$ cat config.mk
export PLATFORM = sky130hd
export DESIGN_NAME = ram_channel_arbiter
export DESIGN_NICKNAME = d
export VERILOG_FILES = /design/src/rtl/ram_channel_arbiter.sv
export SDC_FILE = /design/constraint.sdc
export NUM_CORES = 1
export LEC_CHECK = 0
export BUFFER_PORTS_ARGS = -buffer_cell sky130_fd_sc_hd__buf_2
export CORE_UTILIZATION = 25
export CTS_BUF_LIST = sky130_fd_sc_hd__clkbuf_8
export DETAILED_ROUTE_END_ITERATION = 6
export PLACE_DENSITY = 0.54
export SYNTH_ARGS = -nofsm -noshare
export SYNTH_HDL_FRONTEND = slang
export SYNTH_SLANG_ARGS = --single-unit
$ cat constraint.sdc
create_clock -name clk -period 2.41 [get_ports clk]
set_input_delay 0.482 -clock clk [delete_from_list [all_inputs] [get_ports clk]]
set_output_delay 0.482 -clock clk [all_outputs]
set_load 0.01 [all_outputs]
$ cat src/rtl/ram_channel_arbiter.sv
// Round-robin arbiter that funnels one pending request slot per client onto a
// single downstream RAM channel, with a bounded wait for the memory acknowledge.
module ram_channel_arbiter #(
    parameter int CLIENTS = 4,
    parameter int TIMEOUT = 255
) (
    input  logic                  clk,
    input  logic                  reset_n,
    input  logic [2*CLIENTS-1:0]  cl_size,
    input  logic [CLIENTS-1:0]    cl_write,
    input  logic [32*CLIENTS-1:0] cl_addr,
    input  logic [32*CLIENTS-1:0] cl_wdata,
    output logic [32*CLIENTS-1:0] cl_rdata,
    output logic [CLIENTS-1:0]    cl_ready,
    output logic [CLIENTS-1:0]    cl_done,
    output logic [CLIENTS-1:0]    cl_error,
    output logic                  mem_req,
    output logic [1:0]            mem_size,
    output logic                  mem_write,
    output logic [31:0]           mem_addr,
    output logic [31:0]           mem_wdata,
    input  logic                  mem_ack,
    input  logic [31:0]           mem_rdata
);

    localparam int PW = $clog2(CLIENTS);

    typedef enum logic [1:0] {ST_IDLE = 2'd0, ST_ISSUE = 2'd1, ST_RETIRE = 2'd2} state_t;

    state_t                state_q, state_d;
    logic [CLIENTS-1:0]    pend_q, pend_d;
    logic [2*CLIENTS-1:0]  slot_size_q, slot_size_d;
    logic [CLIENTS-1:0]    slot_write_q, slot_write_d;
    logic [32*CLIENTS-1:0] slot_addr_q, slot_addr_d;
    logic [32*CLIENTS-1:0] slot_wdata_q, slot_wdata_d;
    logic [PW-1:0]         rr_q, rr_d;
    logic [PW-1:0]         gnt_q, gnt_d;
    logic [7:0]            cnt_q, cnt_d;
    logic                  mem_req_q, mem_req_d;
    logic [1:0]            mem_size_q, mem_size_d;
    logic                  mem_write_q, mem_write_d;
    logic [31:0]           mem_addr_q, mem_addr_d;
    logic [31:0]           mem_wdata_q, mem_wdata_d;
    logic [32*CLIENTS-1:0] cl_rdata_q, cl_rdata_d;
    logic [CLIENTS-1:0]    cl_done_q, cl_done_d;
    logic [CLIENTS-1:0]    cl_error_q, cl_error_d;

    logic                  found_s;
    logic [PW-1:0]         pick_s;
    logic [PW:0]           idx_s;
    logic                  tmo_s;
    logic                  fin_s;

    // Round-robin search: walk downwards so the index nearest rr_q wins last.
    always_comb begin
        found_s = 1'b0;
        pick_s  = '0;
        idx_s   = '0;
        for (int k = CLIENTS - 1; k >= 0; k--) begin
            idx_s   = {1'b0, rr_q} + (PW+1)'(k);
            idx_s   = (idx_s >= (PW+1)'(CLIENTS)) ? idx_s - (PW+1)'(CLIENTS) : idx_s;
            found_s = found_s | pend_q[idx_s[PW-1:0]];
            pick_s  = pend_q[idx_s[PW-1:0]] ? idx_s[PW-1:0] : pick_s;
        end
    end

    // Slot capture, grant/complete FSM and response generation.
    always_comb begin
        state_d      = state_q;
        pend_d       = pend_q;
        slot_size_d  = slot_size_q;
        slot_write_d = slot_write_q;
        slot_addr_d  = slot_addr_q;
        slot_wdata_d = slot_wdata_q;
        rr_d         = rr_q;
        gnt_d        = gnt_q;
        cnt_d        = cnt_q;
        mem_req_d    = mem_req_q;
        mem_size_d   = mem_size_q;
        mem_write_d  = mem_write_q;
        mem_addr_d   = mem_addr_q;
        mem_wdata_d  = mem_wdata_q;
        cl_rdata_d   = cl_rdata_q;
        cl_done_d    = '0;
        cl_error_d   = '0;
        tmo_s        = (cnt_q == 8'(TIMEOUT - 1)) && !mem_ack;
        fin_s        = mem_ack || (cnt_q == 8'(TIMEOUT - 1));

        for (int i = 0; i < CLIENTS; i++) begin
            if ((cl_size[2*i +: 2] != 2'd0) && !pend_q[i]) begin
                pend_d[i]               = 1'b1;
                slot_size_d[2*i +: 2]   = cl_size[2*i +: 2];
                slot_write_d[i]         = cl_write[i];
                slot_addr_d[32*i +: 32] = cl_addr[32*i +: 32];
                slot_wdata_d[32*i +: 32] = cl_wdata[32*i +: 32];
            end else begin
                pend_d[i] = pend_d[i];
            end
        end

        case (state_q)
            ST_IDLE: begin
                if (found_s) begin
                    gnt_d       = pick_s;
                    mem_req_d   = 1'b1;
                    mem_size_d  = slot_size_q[2*int'(pick_s) +: 2];
                    mem_write_d = slot_write_q[pick_s];
                    mem_addr_d  = slot_addr_q[32*int'(pick_s) +: 32];
                    mem_wdata_d = slot_wdata_q[32*int'(pick_s) +: 32];
                    cnt_d       = 8'd0;
                    state_d     = ST_ISSUE;
                end else begin
                    state_d = ST_IDLE;
                end
            end
            ST_ISSUE: begin
                // An ack arriving on the timeout edge still counts as success.
                if (fin_s) begin
                    mem_req_d         = 1'b0;
                    mem_size_d        = 2'd0;
                    cl_done_d[gnt_q]  = 1'b1;
                    cl_error_d[gnt_q] = tmo_s;
                    pend_d[gnt_q]     = 1'b0;
                    rr_d              = (gnt_q == PW'(CLIENTS - 1)) ? '0 : gnt_q + PW'(1);
                    state_d           = ST_RETIRE;
                    if (mem_ack && !mem_write_q) begin
                        cl_rdata_d[32*int'(gnt_q) +: 32] = mem_rdata;
                    end else begin
                        cl_rdata_d = cl_rdata_q;
                    end
                end else begin
                    cnt_d = cnt_q + 8'd1;
                end
            end
            ST_RETIRE: begin
                state_d = ST_IDLE;
            end
            default: begin
                state_d = ST_IDLE;
            end
        endcase
    end

    // State and output registers with synchronous active-low reset.
    always_ff @(posedge clk) begin
        if (!reset_n) begin
            state_q      <= ST_IDLE;
            pend_q       <= '0;
            slot_size_q  <= '0;
            slot_write_q <= '0;
            slot_addr_q  <= '0;
            slot_wdata_q <= '0;
            rr_q         <= '0;
            gnt_q        <= '0;
            cnt_q        <= 8'd0;
            mem_req_q    <= 1'b0;
            mem_size_q   <= 2'd0;
            mem_write_q  <= 1'b0;
            mem_addr_q   <= 32'd0;
            mem_wdata_q  <= 32'd0;
            cl_rdata_q   <= '0;
            cl_done_q    <= '0;
            cl_error_q   <= '0;
        end else begin
            state_q      <= state_d;
            pend_q       <= pend_d;
            slot_size_q  <= slot_size_d;
            slot_write_q <= slot_write_d;
            slot_addr_q  <= slot_addr_d;
            slot_wdata_q <= slot_wdata_d;
            rr_q         <= rr_d;
            gnt_q        <= gnt_d;
            cnt_q        <= cnt_d;
            mem_req_q    <= mem_req_d;
            mem_size_q   <= mem_size_d;
            mem_write_q  <= mem_write_d;
            mem_addr_q   <= mem_addr_d;
            mem_wdata_q  <= mem_wdata_d;
            cl_rdata_q   <= cl_rdata_d;
            cl_done_q    <= cl_done_d;
            cl_error_q   <= cl_error_d;
        end
    end

    assign cl_ready  = ~pend_q;
    assign cl_rdata  = cl_rdata_q;
    assign cl_done   = cl_done_q;
    assign cl_error  = cl_error_q;
    assign mem_req   = mem_req_q;
    assign mem_size  = mem_size_q;
    assign mem_write = mem_write_q;
    assign mem_addr  = mem_addr_q;
    assign mem_wdata = mem_wdata_q;

endmodule

==> results of run 1 <==
[per-layer routing]
metal | part of all wire (%) | track usage [%] | vias up | wire length (µm)
met4 | 3.0 | 6.67 | 18 | 2240
li1 | - | - | 8926 | -
met1 | 44 | 22.7 | 8673 | 33100
met2 | 46 | 29.0 | 586 | 34200
met3 | 6.4 | 4.37 | 164 | 4780
met5 | 0.16 | 0 | - | 116
[power by group]
part | internal (mW) | total, mW | switching (mW) | leakage [nW]
Clock | 4.68 | 8.53 | 3.85 | 1.11
Combinational | 1.21 | 2.94 | 1.73 | 6.10
Sequential | 8.55 | 8.79 | 0.248 | 4.00
Total | 14.4 | 20.3 | 5.83 | 11.2
[synth_stat cells (2+ instances only)]
cell type	n
a21boi_1	22
nand2_1	740
nor2_1	17
o221ai_2	31
o221ai_1	37
nor3_1	2
o21a_1	2
buf_1	10
clkbuf_1	117
mux2i_1	135
o21ai_1	4
nor3b_1	4
a21oi_1	10
clkbuf_4	2
nand3_1	134
and3_1	5
a21boi_0	378
dfxtp_1	490
buf_6	9
inv_2	2
and2_1	11
inv_1	8
xnor2_1	6
ha_1	10
o31ai_1	4
buf_2	38
a211oi_1	2
nor2b_1	3
buf_4	7
o21ai_0	4
nand4_1	2
[area by class of cell]
class	count	area, µm²	area share [%]
inverter	10	37.5	0.137
timing repair buffer	735	4980	18.1
clock inverter	51	415	1.51
multi-input combinational	1573	9370	34.1
clock buffer	111	1530	5.56
sequential	490	9810	35.7
antenna	4	10.0	0.0364
tap	1050	1310	4.78
[flip-flops by register name, indices dropped and copies added, names as in the netlist]
signal	count
mem_req	1
mem_write	1
state_q	2
slot_addr_q	128
slot_write_q	4
mem_size	2
mem_wdata	32
cl_rdata	128
slot_size_q	8
cl_error	4
cl_done	4
mem_addr	32
rr_q	2
slot_wdata_q	128
gnt_q	2
pend_q	4
cnt_q	8
[metrics by stage]
| stage | cell area (µm²) | setup slack (ns) | cells |
|---|---|---|---|
| after global routing | 27500 | 0.155 | 4022 |
| after detailed placement | 23800 | 0.308 | 3688 |
| after CTS | 27500 | 0.261 | 4020 |
| after floorplan | 19900 | 0.468 | 2256 |
| after global placement | 23800 | 0.324 | 3688 |
| final | 27500 | 0.305 | 4024 |
[worst reg2reg max path, delay by kind of cell (launching register included)]
family	cells	cell delay, ns
compound gates	4	0.73
buf+inv	2	0.55
flops	1	0.38
mux	1	0.30
[what timing repair did]
item	4_1_cts	5_1_grt
hold endpoints to repair	170	0
hold buffers	170	0
endpoints found under the setup margin	0	0
[kinds of logic after synthesis]
group	count (synthesis)
AO/OA/AOI/OAI	499
XOR/XNOR	6
adder cells (fa/ha/maj)	10
buffers and inverters	193
flip-flops	490
multiplexers	135
AND/OR/NAND/NOR	923
[final timing paths]
kind | startpoint | end | cells past startpoint
hold / removal | cl_addr[93] | slot_addr_q[93] | 3
setup / recovery | pend_q[0] | mem_wdata[29] | 7
setup reg to reg | pend_q[0] | mem_wdata[29] | 7
hold reg to reg | cl_rdata[29] | cl_rdata[29] | 2
==> flow_metrics.py, run 1 <==
metrics = {
    "status": {
        "status": "finished, final reports clean",
    },
    "setup_path": {
        "cpMostUsedCell": "buf_12",
        "crit_fanout": 30,
        "crit_type": "reg2reg",
        "cp_num_buf_inv": 2,
        "slowest_stage": "dfxtp_1",
        "end_kind": "flip-flop",
        "cpLargestDelayFamily": "compound AO/OA/AOI/OAI gates",
        "critPathMaxStageDelay_ns": 0.38,
        "crit_chain": "a21oi_1, o21ai_0, a21oi_4, buf_12, buf_12, mux2i_1, o221ai_1",
        "start_kind": "flip-flop",
        "reg2reg_slack_ns": 0.31,
        "worst_ep_required_time_ns": 2.95,
        "worstPathArrival_ns": 2.64,
    },
    "synthesis": {
        "async_flop_share_pct": 0,
        "yosysUniqueCellTypes": 41,
        "yosys.area.top_type": "dfxtp_1",
        "synth_edf_count": 0,
        "synth_fa_ha_area_share_pct": 0.628,
        "synth-simple-area-share_pct": 18.7,
        "synthTopCellsByArea": "dfxtp_1, a21boi_0, nand2_1",
        "synth_top_area_share_pct": 49.2,
        "synth_compound_area_share_pct": 20.0,
        "synth_top_family_by_area": "compound AO/OA/AOI/OAI gates",
        "syn-num-nets": 2569,
        "synth-xor-area-share_pct": 0.264,
        "syn_inst": 2256,
        "synth.yosys.seq_area_share_pct": 49.2,
        "synth-seq-cells": 490,
        "synth_mux_area_share_pct": 6.78,
        "ys_warn_count": 0,
        "synthFlopType": "dfxtp_1",
        "netlist_area_mm2": 0.0199,
        "post_synth.cell_area_avg_um2": 8.83,
    },
    "sta": {
        "slew_headroom_pct": 33.7,
        "worstMarginPinSlew_ns": 0.995,
        "fmax_mhz": 475,
        "finalSetupViolCount": 0,
        "final.setup_skew_ns": 0.0419,
        "slew_violations": 0,
        "period_minus_slack_ns": 2.10,
        "hold_viol": 0,
        "finalSetupTns_ns": 0,
        "whs_ns": 0.0727,
        "finalCritPeriodShare_pct": 87.3,
        "rsz0062_at_grt": "false",
    },
    "clock_network": {
        "cts.htree.levels": 3,
        "post-cts-setup-buffers": 0,
        "cts_resized": 0,
        "cts_buffers": 89,
        "ctsLongestPathBuffers": 3,
        "clock-root-buffer": "clkbuf_8",
        "cts_tree": "yes",
        "clkSinkCount": 490,
        "clock_latency_ns": 0.68,
        "clk_pin_slew_worst_paths_ns": 0.06,
    },
    "power_and_ir_drop": {
        "p_total_mw": 20.3,
        "peakVddDrop_v": 0.000422,
        "power_density_mw_per_mm2": 738,
        "p_leak_nw": 11.2,
    },
    "placed_design": {
        "gp_congestion": 0.794,
        "dp_hpwl_um": 48100,
        "port_buffers": 510,
    },
    "floorplan": {
        "core_area_mm2": 0.0789,
        "initial_utilization_pct": 25.3,
        "rows": 103,
        "dieWidth_um": 284,
        "dieArea_mm2": 0.0809,
        "die_h_um": 284,
        "io_pins": 511,
    },
    "grt": {
        "grt_pass1_vias": 18100,
        "grt_max_degree": 192,
        "grt_usage_pct": 17.8,
        "grt-ovfl-total": 0,
        "grt_first_pass_wirelength_um": 112000,
        "antenna_found_initial": 19,
    },
    "route": {
        "drc": 0,
        "firstDrtPassIters": 5,
        "dr_total_vias": 18400,
        "dr.first_iter.drc_count": 830,
        "ant_nets": 0,
        "vias_per_cell": 4.56,
        "wl_per_cell_um": 18.5,
        "wl_um": 74500,
    },
    "final_layout": {
        "final_cell_mix": "nand2_1, buf_2, dfxtp_1, a21boi_0, dlygate4sd3_1",
        "fill_cells": 8287,
        "fin_nets": 3212,
        "synthToLayoutAreaGrowth_pct": 37.8,
        "fin_util_pct": 34.8,
        "drive_above_1_share_pct": 25.2,
        "final_common_cell": "nand2_1",
    },
    "min_path": {
        "hold_path_class": "in2reg",
    },
    "run": {
        "cap_viol_max_count": 0,
    },
}
Power figures use the tool's default switching activity.
==> run 2: changes to the inputs <==
ABC_AREA = 1   (was unset)
CELL_PAD_IN_SITES_DETAIL_PLACEMENT = 0   (was unset)
CELL_PAD_IN_SITES_GLOBAL_PLACEMENT = 1   (was unset)
PLACE_DENSITY = unset   (was 0.54)
PLACE_DENSITY_LB_ADDON = 0.1   (was unset)
==> run 2 against run 1 <==
Maximum frequency down 4.6%. Global-route usage up 3.3 points. Final cell count rose by 11%. Synthesized cell count increased by 21%. Via count increased by 14%. Critical endpoint is now mem_wdata[24]. Synthesized area shrank 0.68%. Sequential power grew 8.0%. Cell area down 1.2%.
==> flow_metrics.py, run 2 <==
metrics = {
    "setup_path": {
        "worstPathArrival_ns": 2.81,
        "reg2reg_depth": 13,
        "worst_ep_required_time_ns": 3.01,
        "crit_fanout": 70,
        "start_kind": "flip-flop",
        "reg2reg_from": "pend_q[3]",
        "critPathCapture": "mem_wdata[24]",
        "critPathMaxStageDelay_ns": 0.46,
        "reg2reg_slack_ns": 0.20,
        "crit_type": "reg2reg",
        "crit_chain": "inv_1, nand2_1, nand3_1, nand2_2, nand3_4, nand2_4, nand2_2, nand2_4, buf_12, nand2_1, nand3_1, nand3_1, nand2_1",
        "slowest_stage": "dfxtp_1",
        "end_kind": "flip-flop",
        "worstReg2RegEnd": "mem_wdata[24]",
        "startpoint": "pend_q[3]",
    },
    "final_layout": {
        "drive_above_1_share_pct": 21.7,
        "fin_nets": 3668,
        "final_common_cell": "nor2_1",
        "final_cell_mix": "nor2_1, buf_2, nand2_1, dfxtp_1, nand3_1",
        "synthToLayoutAreaGrowth_pct": 37.1,
        "final_area_mm2": 0.0271,
    },
    "synthesis": {
        "async_flop_share_pct": 0,
        "post_synth.cell_area_avg_um2": 7.23,
        "synth_fa_ha_area_share_pct": 0.632,
        "yosys-top-cells-count": "nor2_1, nand2_1, dfxtp_1",
        "syn-num-nets": 3050,
        "yosysMostFrequentCell": "nor2_1",
        "ys_warn_count": 0,
        "synth-seq-cells": 490,
        "synthFlopType": "dfxtp_1",
        "synthTopCellsByArea": "dfxtp_1, nor2_1, nand2_1",
        "synth-xor-area-share_pct": 0.221,
        "synth.yosys.seq_area_share_pct": 49.6,
        "synth-simple-area-share_pct": 31.4,
        "netlist_area_mm2": 0.0198,
        "yosysUniqueCellTypes": 37,
        "syn_inst": 2737,
        "yosys.area.top_type": "dfxtp_1",
        "synth_mux_area_share_pct": 0,
        "synth_edf_count": 0,
        "synth_compound_area_share_pct": 11.9,
        "synth_top_family_by_area": "simple AND/OR/NAND/NOR gates",
        "synth_top_area_share_pct": 49.6,
    },
    "power_and_ir_drop": {
        "power_density_mw_per_mm2": 903,
        "p_leak_nw": 12.4,
        "peakVddDrop_v": 0.000372,
    },
    "route": {
        "dr_total_vias": 21000,
        "firstDrtPassIters": 5,
        "wl_um": 87100,
        "dr.first_iter.drc_count": 1358,
        "wl_per_cell_um": 19.5,
        "drc": 0,
        "ant_nets": 0,
        "vias_per_cell": 4.69,
    },
    "sta": {
        "finalCritPeriodShare_pct": 91.5,
        "slew_headroom_pct": 39.6,
        "worstMarginPinSlew_ns": 0.906,
        "fmax_mhz": 453,
        "rsz0062_at_grt": "false",
        "finalSetupTns_ns": 0,
        "final.setup_skew_ns": 0.0283,
        "finalSetupViolCount": 0,
        "hold_viol": 0,
        "period_minus_slack_ns": 2.21,
        "slew_violations": 0,
    },
    "floorplan": {
        "rows": 102,
        "io_pins": 511,
        "core_area_mm2": 0.0778,
        "die_h_um": 283,
        "initial_utilization_pct": 25.4,
        "dieArea_mm2": 0.0803,
        "dieWidth_um": 283,
    },
    "grt": {
        "grt_first_pass_wirelength_um": 132000,
        "met3_usage_pct": 3.86,
        "grt_busiest_layer": "met2",
        "grt_max_degree": 173,
        "grt_use_met2_pct": 35.2,
        "grt_usage_pct": 21.2,
        "grt-ovfl-total": 0,
        "use_met1_pct": 28.1,
        "antenna_found_initial": 14,
        "grt_pass1_vias": 20900,
    },
    "run": {
        "cap_viol_max_count": 0,
    },
    "placed_design": {
        "place_area_mm2": 0.0235,
        "gp_congestion": 0.867,
        "port_buffers": 510,
        "dp_hpwl_um": 58800,
    },
    "min_path": {
        "hold_path_class": "in2reg",
    },
    "clock_network": {
        "ctsLongestPathBuffers": 3,
        "cts_buffers": 94,
        "clk_pin_slew_worst_paths_ns": 0.06,
        "clock-root-buffer": "clkbuf_8",
        "cts.htree.levels": 3,
        "clkSinkCount": 490,
        "cts_tree": "yes",
        "clock_latency_ns": 0.68,
    },
    "status": {
        "status": "finished, final reports clean",
    },
}
==> run 2: power breakdown <==
| part | switching [mW] | internal, mW |
|---|---|---|
| combinational | 4.33 | 2.06 |
| clock | 3.78 | 4.86 |
| sequential | 0.541 | 8.95 |
| total | 8.64 | 15.9 |
==> run 2: area by class of cell <==
type,instances,area [µm²]
fill,8603,50700
sequential,490,9810
multi-input combinational,1943,8810
timing repair buffer,736,4880
clock buffer,130,1790
tap,1040,1300
inverter,90,345
clock inverter,40,198
antenna,5,12.5
==> run 2: per-layer routing <==
layer  part of all wire, %  wire length [µm]
met5                 0.053                46
met4                   2.2              1900
met1                    46             39900
met3                   4.8              4220
met2                    47             41000
==> run 2: worst max-delay path, delay by kind of cell (launching register included) <==
kind	cells	cell delay (ns)
AND/OR/NAND/NOR	11	1.12
flip-flops	1	0.46
buffers and inverters	2	0.46
==> run 2: how the worst min path moves through the flow <==
stage	start	end	slack [ns]	cells after the start
2_1_floorplan	slot_addr_q[95]	slot_addr_q[95]	0.43	2
3_3_place_gp	cl_rdata[43]	cl_rdata[43]	0.45	2
3_5_place_dp	mem_req	mem_req	0.44	2
4_1_cts	cl_addr[26]	slot_addr_q[26]	0.0002	3
5_1_grt	cl_addr[26]	slot_addr_q[26]	0.007	3
6_report	cl_addr[110]	slot_addr_q[110]	0.06	3
==> run 2: timing repair <==
| item | CTS | global route |
|---|---|---|
| hold buffers | 167 | 0 |
| setup buffers | 0 | 0 |
| setup endpoints to repair | 0 | 33 |
| gates resized for setup | 0 | 2 |
| hold endpoints to repair | 167 | 0 |
==> run 2: cells by family after synthesis <==
logic type,count (synthesis)
compound gates,465
xor+xnor,5
fa+ha+maj,10
buf+inv,304
flops,490
simple gates,1463
==> run 2: metrics by stage <==
step / utilization (%) / total power [mW] / cells / setup slack [ns] / hold slack, ns
6_report: 34.9 / 24.5 / 4474 / 0.204 / 0.0562
3_3_place_gp: 30.1 / 15.9 / 4132 / 0.0461 / 0.448
2_1_floorplan: - / 13.1 / 2737 / 0.0191 / 0.430
5_1_grt: 34.9 / 26.0 / 4474 / 0.0117 / 0.00723
4_1_cts: 34.8 / 24.9 / 4469 / 0.117 / 0.000226
3_5_place_dp: 30.1 / 15.9 / 4132 / 0.137 / 0.443
==> run 3: changes to the inputs <==
REMOVE_ABC_BUFFERS = 1   (was unset)
TNS_END_PERCENT = 1   (was unset)
clock period = 1.88 ns   (was 2.41 ns; I/O delays follow)
==> run 3 against run 2 <==
Setup slack got worse by 0.20 ns. Register-to-register slack got worse by 0.20 ns. Flip-flop and latch count unchanged. Sequential share of layout area decreased by 3.4 points. Final cell count increased by 4.9%. Non-clock buffer count increased by 223. Critical endpoint is now mem_addr[1]. Highest routed layer unchanged. Critical path type unchanged. Cell area increased by 10%. Global-route usage increased by 0.078 points.
==> flow_metrics.py, run 3 (synthesis results as in run 2) <==
metrics = {
    "final_layout": {
        "fin_nets": 3892,
        "drive_above_1_share_pct": 23.5,
        "final_cell_mix": "nor2_1, buf_2, nand2_1, dfxtp_1, dlygate4sd3_1",
        "synthToLayoutAreaGrowth_pct": 51.4,
        "fill_cells": 8224,
        "final_common_cell": "nor2_1",
    },
    "clock_network": {
        "clk_pin_slew_worst_paths_ns": 0.06,
        "cts.htree.levels": 3,
        "cts_tree": "yes",
        "cts_buffers": 95,
        "clock_latency_ns": 0.69,
        "clock-root-buffer": "clkbuf_8",
        "clkSinkCount": 490,
        "ctsLongestPathBuffers": 3,
    },
    "grt": {
        "antenna_found_initial": 5,
        "grt-ovfl-total": 0,
        "grt_max_degree": 108,
        "grt_pass1_vias": 22000,
        "grt_first_pass_wirelength_um": 132000,
        "grt_usage_pct": 21.3,
    },
    "placed_design": {
        "port_buffers": 510,
        "gp_congestion": 0.813,
        "pre_cts_ws_ns": -0.111,
        "dp_hpwl_um": 56600,
    },
    "power_and_ir_drop": {
        "peakVddDrop_v": 0.000422,
        "p_total_mw": 33.3,
        "power_density_mw_per_mm2": 1110,
        "power_frac_clock_pct": 31.8,
        "seqPwrFrac_pct": 36.3,
        "p_int_mw": 21.5,
        "net-switching-power_mw": 11.8,
        "p_comb_share_pct": 31.9,
        "p_leak_nw": 13.7,
        "sw_frac_of_total_pct": 35.5,
    },
    "route": {
        "dr.first_iter.drc_count": 1141,
        "ant_nets": 0,
        "drc": 0,
        "firstDrtPassIters": 5,
        "vias_per_cell": 4.69,
        "wl_um": 90800,
        "wl_per_cell_um": 19.3,
        "dr_total_vias": 22000,
    },
    "sta": {
        "final.setup_skew_ns": 0.0348,
        "finalCritPeriodShare_pct": 99.8,
        "worst_slack_ns": 0.00294,
        "slew_violations": 0,
        "worstMarginPinSlew_ns": 0.619,
        "slew_headroom_pct": 58.7,
        "fmax_mhz": 533,
        "whs_ns": 0.0559,
        "period_minus_slack_ns": 1.88,
        "finalSetupViolCount": 0,
        "hold_viol": 0,
        "rsz0062_at_grt": "true",
    },
    "setup_path": {
        "start_kind": "flip-flop",
        "reg2reg_depth": 13,
        "cpMostUsedCell": "nand2_1",
        "worstPathArrival_ns": 2.50,
        "worst_ep_required_time_ns": 2.51,
        "slowest_stage": "dfxtp_2",
        "worstReg2RegEnd": "mem_addr[1]",
        "end_kind": "flip-flop",
        "crit_fanout": 5,
        "cp_num_buf_inv": 5,
        "critPathMaxStageDelay_ns": 0.32,
        "reg2reg_slack_ns": 0.003,
        "crit_chain": "buf_6, xnor2_4, buf_4, nand2_1, inv_1, nor2_1, nand2_1, nand2_4, nor2_4, bufbuf_16, buf_4, nand3_1, nand2_1",
        "crit_type": "reg2reg",
        "reg2reg_from": "rr_q[0]",
        "cpLargestDelayFamily": "buffers and inverters",
        "cp.depth": 13,
    },
    "floorplan": {
        "rows": 102,
        "core_area_mm2": 0.0778,
        "dieArea_mm2": 0.0803,
        "io_pins": 511,
        "dieWidth_um": 283,
        "initial_utilization_pct": 25.4,
        "die_h_um": 283,
    },
    "min_path": {
        "hold_path_class": "in2reg",
        "holdCritStartpoint": "cl_size[5]",
        "hold_path_end": "slot_size_q[5]",
        "min_path_cells": 3,
    },
    "status": {
        "status": "finished, final reports clean",
    },
    "run": {
        "cap_viol_max_count": 0,
    },
}
[run 3: changes by cell type in the layout (fill, tap and decap cells not counted), moves of 5 or more]
cell	before	now
buf_16	0	7
buf_12	16	45
clkbuf_16	0	10
inv_1	107	115
nand2_1	507	495
dfxtp_1	489	484
clkbuf_8	130	114
nand3_2	1	8
nand3_1	294	286
buf_4	43	78
buf_6	0	10
dlygate4sd3_1	167	297
nand2_2	4	10
[run 3: per-layer routing]
layer	wire, µm	track usage [%]	vias to the layer above
li1	-	-	10700
met1	39600	26.7	10400
met2	42900	35.8	726
met3	5210	4.10	171
met4	3010	8.15	8
met5	48	0	-
[run 3: power groups by stage]
stage | logic [mW] | registers (mW) | clock network [mW]
detailed placement | 8.85 | 12.3 | 0
CTS | 9.63 | 12.1 | 11.0
floorplan | 3.82 | 12.4 | 0
global route | 11.5 | 12.2 | 11.5
global placement | 8.83 | 12.3 | 0
finish | 10.6 | 12.1 | 10.6
[run 3: layout make-up]
class | count | area [µm²] | area share (%)
Sequential cell | 490 | 9820 | 32.8
Multi-Input combinational cell | 1943 | 8980 | 30.0
Timing Repair Buffer | 959 | 7620 | 25.4
Clock buffer | 114 | 1570 | 5.24
Tap cell | 1040 | 1300 | 4.34
Inverter | 90 | 358 | 1.19
Clock inverter | 55 | 300 | 1.00
Antenna cell | 3 | 7.51 | 0.0251
[run 3: timing repair]
action	CTS	global route
cloned	3	12
setup buffers	1	16
hold buffers	297	0
resized for setup	15	59
hold endpoints to repair	328	0
endpoints found under the setup margin	76	168
pin swaps	4	11
[run 3: worst max-delay path by stage]
stage / startpoint / end / slack, ns
after floorplan: state_q[0] / cl_rdata[104] / -3.04
after global placement: rr_q[0] / mem_size[1] / -0.14
after detailed placement: rr_q[0] / mem_size[1] / -0.11
after CTS: rr_q[0] / mem_size[1] / -0.04
after global routing: rr_q[1] / mem_wdata[3] / -0.1
final: rr_q[0] / mem_addr[1] / 0.003
[run 3: per-stage QoR]
step                      TNS (ns)  std cells  cell area (µm²)  utilization, %
after detailed placement     -3.04       4193            24300            31.2
after global routing         -4.69       4693            30000            38.5
after floorplan           -1093.17       2523            18900               -
after global placement       -1.21       4193            24300            31.2
final                            0       4694            30000            38.5
after CTS                   -0.160       4663            29300            37.6
[run 3: worst reg2reg max path: stages, from the launching register on]
cell	delay (ns)
dfxtp_2	0.32
buf_6	0.14
xnor2_4	0.16
buf_4	0.14
nand2_1	0.06
inv_1	0.06
nor2_1	0.03
nand2_1	0.11
nand2_4	0.10
nor2_4	0.15
bufbuf_16	0.29
buf_4	0.14
nand3_1	0.09
nand2_1	0.06
